## config.mk

```make
export PLATFORM = sky130hd
export DESIGN_NAME = uart_tx_scheduler
export DESIGN_NICKNAME = d
export VERILOG_FILES = /design/src/rtl/uart_ctrl_pkg.sv /design/src/rtl/uart_bit_timer.sv /design/src/rtl/uart_tx_scheduler.sv
export SDC_FILE = /design/constraint.sdc
export NUM_CORES = 1
export LEC_CHECK = 0
export ABC_AREA = 1
export ABC_CLOCK_PERIOD_IN_PS = 3300
export BUFFER_PORTS_ARGS = -buffer_cell sky130_fd_sc_hd__buf_2
export CAP_MARGIN = 20
export CORE_UTILIZATION = 35
export DETAILED_ROUTE_END_ITERATION = 8
export PLACE_DENSITY = 0.52
export RECOVER_POWER = 25
export SLEW_MARGIN = 10
export SYNTH_ARGS = -nofsm -noshare
export SYNTH_HDL_FRONTEND = slang
export SYNTH_HIERARCHICAL = 1
export SYNTH_SLANG_ARGS = --single-unit
```

## constraint.sdc

```tcl
create_clock -name hclk -period 3.3 [get_ports hclk]
set_clock_uncertainty 0.15 [all_clocks]
set_input_delay 0.66 -clock hclk [delete_from_list [all_inputs] [get_ports hclk]]
set_output_delay 0.66 -clock hclk [all_outputs]
set_load 0.05 [all_outputs]
```

## src/rtl/uart_ctrl_pkg.sv

```systemverilog
// rtl/uart_ctrl_pkg.sv - shared types, constants and round-robin pick for the UART TX scheduler
package uart_ctrl_pkg;

    typedef enum logic [2:0] {
        IDLE,
        START,
        DATA,
        PARITY,
        STOP1,
        STOP2
    } tx_state_e;

    localparam logic TXD_IDLE  = 1'b1;
    localparam logic START_BIT = 1'b0;
    localparam int   RR_MAX    = 8;

    // First set bit in valid searching upward from ptr+1 with wrap over n entries.
    function automatic int rr_pick(input logic [RR_MAX-1:0] valid, input int ptr, input int n);
        int         idx;
        logic [2:0] idx3;
        logic       found;
        rr_pick = ptr;
        found   = 1'b0;
        for (int i = 1; i <= RR_MAX; i++) begin
            if (i <= n) begin
                idx  = (ptr + i) % n;
                idx3 = 3'(idx);
                if (!found && valid[idx3]) begin
                    rr_pick = idx;
                    found   = 1'b1;
                end
            end
        end
    endfunction

endpackage

```

## src/rtl/uart_bit_timer.sv

```systemverilog
// rtl/uart_bit_timer.sv - per-bit down-counter with reload strobe and bit_end flag
module uart_bit_timer #(
    parameter int DIV_W = 16
) (
    input  logic             clk,
    input  logic             rst,
    input  logic             en,
    input  logic             load,
    input  logic [DIV_W-1:0] load_val,
    output logic             bit_end
);

    logic [DIV_W-1:0] cnt;

    always_ff @(posedge clk or posedge rst) begin
        if (rst) begin
            cnt <= '0;
        end else if (load) begin
            cnt <= load_val;
        end else if (en && cnt != '0) begin
            cnt <= cnt - 1'b1;
        end
    end

    assign bit_end = en && (cnt == '0);

endmodule

```

## src/rtl/uart_tx_scheduler.sv

```systemverilog
// rtl/uart_tx_scheduler.sv - round-robin byte arbiter feeding a single UART TX framer with CTS gating
module uart_tx_scheduler
    import uart_ctrl_pkg::*;
#(
    parameter  int NUM_REQ   = 2,
    parameter  int DATA_BITS = 8,
    parameter  int DIV_W     = 16,
    localparam int ID_W      = $clog2(NUM_REQ)
) (
    input  logic                           hclk,
    input  logic                           hreset,
    input  logic [DIV_W-1:0]               baud_div,
    input  logic                           parity_en,
    input  logic                           parity_odd,
    input  logic                           two_stop,
    input  logic                           cts_n,
    input  logic [NUM_REQ-1:0]             req_valid,
    input  logic [NUM_REQ*DATA_BITS-1:0]   req_data,
    output logic [NUM_REQ-1:0]             req_ready,
    output logic                           txd,
    output logic                           busy,
    output logic [ID_W-1:0]                grant_id
);

    tx_state_e            state, state_next;
    logic                 cts_meta, cts_sync, cts_ok;
    logic                 grant, bit_end, last_bit, timer_load;
    logic [ID_W-1:0]      ptr, winner;
    logic [RR_MAX-1:0]    valid_ext;
    logic [DATA_BITS-1:0] grant_data, shift_q;
    logic [DIV_W-1:0]     div_q, timer_val;
    logic                 par_en_q, par_bit_q, two_stop_q;
    logic [2:0]           bit_cnt;

    // cts_n is asynchronous; idle-high reset keeps the line blocked until synchronized.
    always_ff @(posedge hclk or posedge hreset) begin
        if (hreset) begin
            cts_meta <= 1'b1;
            cts_sync <= 1'b1;
        end else begin
            cts_meta <= cts_n;
            cts_sync <= cts_meta;
        end
    end
    assign cts_ok = ~cts_sync;

    always_comb begin
        valid_ext                = '0;
        valid_ext[NUM_REQ-1:0]   = req_valid;
        winner                   = ID_W'(rr_pick(valid_ext, int'(ptr), NUM_REQ));
        grant_data               = '0;
        for (int i = 0; i < NUM_REQ; i++) begin
            if (winner == ID_W'(i)) grant_data = req_data[i*DATA_BITS +: DATA_BITS];
        end
    end

    assign grant      = (state == IDLE) && cts_ok && (|req_valid);
    assign last_bit   = (bit_cnt == 3'(DATA_BITS - 1));
    assign timer_load = grant || (bit_end && state_next != IDLE);
    assign timer_val  = grant ? baud_div : div_q;

    uart_bit_timer #(.DIV_W(DIV_W)) u_timer (
        .clk      (hclk),
        .rst      (hreset),
        .en       (state != IDLE),
        .load     (timer_load),
        .load_val (timer_val),
        .bit_end  (bit_end)
    );

    always_ff @(posedge hclk or posedge hreset) begin
        if (hreset) begin
            state <= IDLE;
        end else begin
            state <= state_next;
        end
    end

    always_comb begin
        state_next = state;
        case (state)
            IDLE:    if (grant)               state_next = START;
            START:   if (bit_end)             state_next = DATA;
            DATA:    if (bit_end && last_bit) state_next = par_en_q ? PARITY : STOP1;
            PARITY:  if (bit_end)             state_next = STOP1;
            STOP1:   if (bit_end)             state_next = two_stop_q ? STOP2 : IDLE;
            STOP2:   if (bit_end)             state_next = IDLE;
            default:                          state_next = IDLE;
        endcase
    end

    always_comb begin
        txd       = TXD_IDLE;
        busy      = 1'b1;
        req_ready = '0;
        case (state)
            IDLE: begin
                busy = 1'b0;
                if (grant) req_ready = NUM_REQ'(1) << winner;
            end
            START:   txd = START_BIT;
            DATA:    txd = shift_q[0];
            PARITY:  txd = par_bit_q;
            default: txd = TXD_IDLE;
        endcase
    end

    // Frame configuration is captured once at grant so inputs may change freely mid-frame.
    always_ff @(posedge hclk or posedge hreset) begin
        if (hreset) begin
            div_q      <= '0;
            shift_q    <= '0;
            par_en_q   <= 1'b0;
            par_bit_q  <= 1'b0;
            two_stop_q <= 1'b0;
            bit_cnt    <= '0;
            grant_id   <= '0;
            ptr        <= ID_W'(NUM_REQ - 1);
        end else if (grant) begin
            div_q      <= baud_div;
            shift_q    <= grant_data;
            par_en_q   <= parity_en;
            par_bit_q  <= (^grant_data) ^ parity_odd;
            two_stop_q <= two_stop;
            bit_cnt    <= '0;
            grant_id   <= winner;
            ptr        <= winner;
        end else if (state == DATA && bit_end) begin
            shift_q    <= shift_q >> 1;
            bit_cnt    <= bit_cnt + 3'd1;
        end
    end

endmodule

```

==> metrics <==
peak supply drop=288 uV; Num CTS Buffers=5; initial antenna violation count=0; row cnt=35; final period utilization=90.7%; slowest cell delay on critical path=410 ps; placed instance area=0.00364 mm^2; Post-synth ARST share=100%; Core Area=0.00915 mm^2; CP cell instances=inv_1, ha_2, nand2_2, inv_1, nand2_1, nor2_2, nand2_1, nor2_4, nand2_1, nor2_1, inv_1, o211ai_1, nor3_2, o21ai_2, inv_1, buf_4, nand3_1, nand2_1, nand2_1, nand2_1; final hold viol count=0; total power draw=3.05 mW; setup ws final=308 ps; worst relative slew slack=55.3%; Cells after Synth=482; design area=0.00380 mm^2; worst slew pin tran=670 ps; post-synth net total=525; HPWL after DPL=5920 um; HP Class=in2async; number of global-route vias before repair=2898; GR Util All Layers=17.1%; Yosys warning count=6; power share of the clock group=12.6%; Total Die Area=0.00979 mm^2; Initial Util=36.0%; clk slew on worst S/H paths=100 ps; CTS tree=yes; first-pass GRT wire length=13500 um; clk_lat worst skew=310 ps; number of synthesized flops with an enable pin=0; Static Leakage=2.12 nW; Setup-failing EPs final=0; Die Wd=99.0 um; diode count=0; Root Buffer=clkbuf_8; crit end category=register; top post-synthesis cells by area=dfrtp_1 (38%), nand2_1 (24%), nand3_1 (6.4%); largest net degree at the start of global routing=28; met2 WL post-DR=3390 um; die height=99.0 um; FF+latch count, synth=53; GP Congestion=0.845; drt initial violations=115; worst endpoint data arrival time=3050 ps; CTS H-tree depth=2; Yosys top cell area share=38.0%; met3 WL=255 um; syn_area_per_cell=6.83 um^2; GR Overflow Total=0; pre-CTS setup slack=196 ps; Layout Nets=578; uppermost layer routed=met4; setup tns final=0 ps; Sw Pwr=1.42 mW; wire length on met1=3970 um; Pre-antenna DRT Iters=4; share of cells above drive strength 1=20.3%; drt total wl=7670 um; routed vias=3017; CP required=3360 ps; Synth Flop Type=dfrtp_1; maximum clock frequency=334 MHz; Yosys top cell by area=dfrtp_1; status=complete, no violations; placed cell count=634; Reg power frac=35.7%; pwr/cell area=803 mW/mm^2; DRC Markers=0; switch share=46.4%; max-slew violations=0; drt via density=4.66; Crit Path Max Fanout=12; clock tree buffer depth=2; Unique masters post-synth=32; Max Cap Viol=0; I/O pin count=45; area growth from synthesis to layout=15.5%; Setup CP Type=reg2reg; Final ANT Viol Nets=0; Int Pwr=1.64 mW; CP Launch Type=register; # clock sinks=53; sequential-to-total area share from yosys stat=40.4%; fin cells=647; mapped cell area=0.00329 mm^2; most used cell along the critical path=nand2_1; minimum clock period=2990 ps; Port Buffers=44; Avg WL per Cell=11.9 um; Comb power frac=51.7%; slowest stage cell on the critical path=dfrtp_1
kinds of logic after synthesis:
logic type,share of synthesized area [%]
adder cells (fa/ha/maj),1.14
buffers and inverters,8.93
AO/OA/AOI/OAI,7.07
XOR/XNOR,0.799
flip-flops,40.4
AND/OR/NAND/NOR,41.6
timing repair:
| action | CTS | global route |
|---|---|---|
| setup endpoints to repair | 0 | 16 |
| resized for setup | 0 | 8 |
| hold buffers | 0 | 0 |
| setup buffers | 0 | 5 |
cell type report:
class | count | area [um^2]
clock buffer | 5 | 68.8
inverter | 59 | 225
multi-input combinational | 358 | 1690
clock inverter | 3 | 26.3
timing repair buffer | 58 | 324
sequential | 53 | 1330
fill | 971 | 5350
tap | 111 | 139
critical path: cells and delay by family (launching register included):
kind | cells | cell delay (ps)
compound gates | 2 | 460
simple gates | 12 | 1100
fa+ha+maj | 1 | 210
buf+inv | 5 | 590
flops | 1 | 410
stage by stage:
stage | hold WS, ps | util (%)
3_5_place_dp | 199 | 39.8
6_report | 163 | 41.5
3_3_place_gp | 197 | 39.8
4_1_cts | 166 | 40.9
5_1_grt | 185 | 41.5
2_1_floorplan | 195 | -
sequential cells by signal, summed over array words and instances (netlist names):
name and count:
u_timer/cnt 16, bit_cnt 3, par_en_q 1, par_bit_q 1, grant_id 1, shift_q 8, cts_meta 1, state 3
two_stop_q 1, cts_sync 1, ptr 1, div_q 16
final timing paths:
check                               start  slack, ps               to  cells after the start
min                                hreset        160         grant_id                      2
max in group asynchronous          hreset       2140         state[1]                      3
max reg2reg                u_timer/cnt[0]        310  u_timer/cnt[10]                     20
max                        u_timer/cnt[0]        310  u_timer/cnt[10]                     20
min in group hclk                cts_meta        210         cts_sync                      0
min reg2reg                      cts_meta        210         cts_sync                      0
Yosys cell counts (all sizes together) (3+ instances only):
cell,instances
clkbuf,4
nand2,227
a21oi,6
nor3,3
nand3b,4
nand3,42
inv,58
o21ai,19
o221ai,7
dfstp,3
nor2,39
dfrtp,50
ha,3
buf,8
power by group through the flow:
| stage | Combinational [mW] | Clock, mW | Sequential, mW |
|---|---|---|---|
| global route | 1.82 | 0.430 | 1.13 |
| detailed placement | 1.53 | 0 | 1.10 |
| CTS | 1.54 | 0.413 | 1.09 |
| finish | 1.58 | 0.385 | 1.09 |
| global placement | 1.51 | 0 | 1.10 |
| floorplan | 1.21 | 0 | 1.08 |
layer usage:
layer,GRT usage (%),up-vias
met2,28.0,49
met4,3.79,0
li1,-,1604
met3,2.70,4
met1,23.7,1360
met5,0,-
cells in the final DEF (no fill, tap or decap), drive strengths merged, types with 2 or more instances in the layout:
cell type	instances
xor2	2
o22ai	2
ha	3
buf	57
o21ai	19
dfstp	3
nor2	39
a21oi	6
clkinv	2
dfrtp	50
nand3	42
o221ai	7
nand3b	4
inv	59
nor3	3
clkbuf	6
nand2	227
Power figures use the tool's default switching activity.
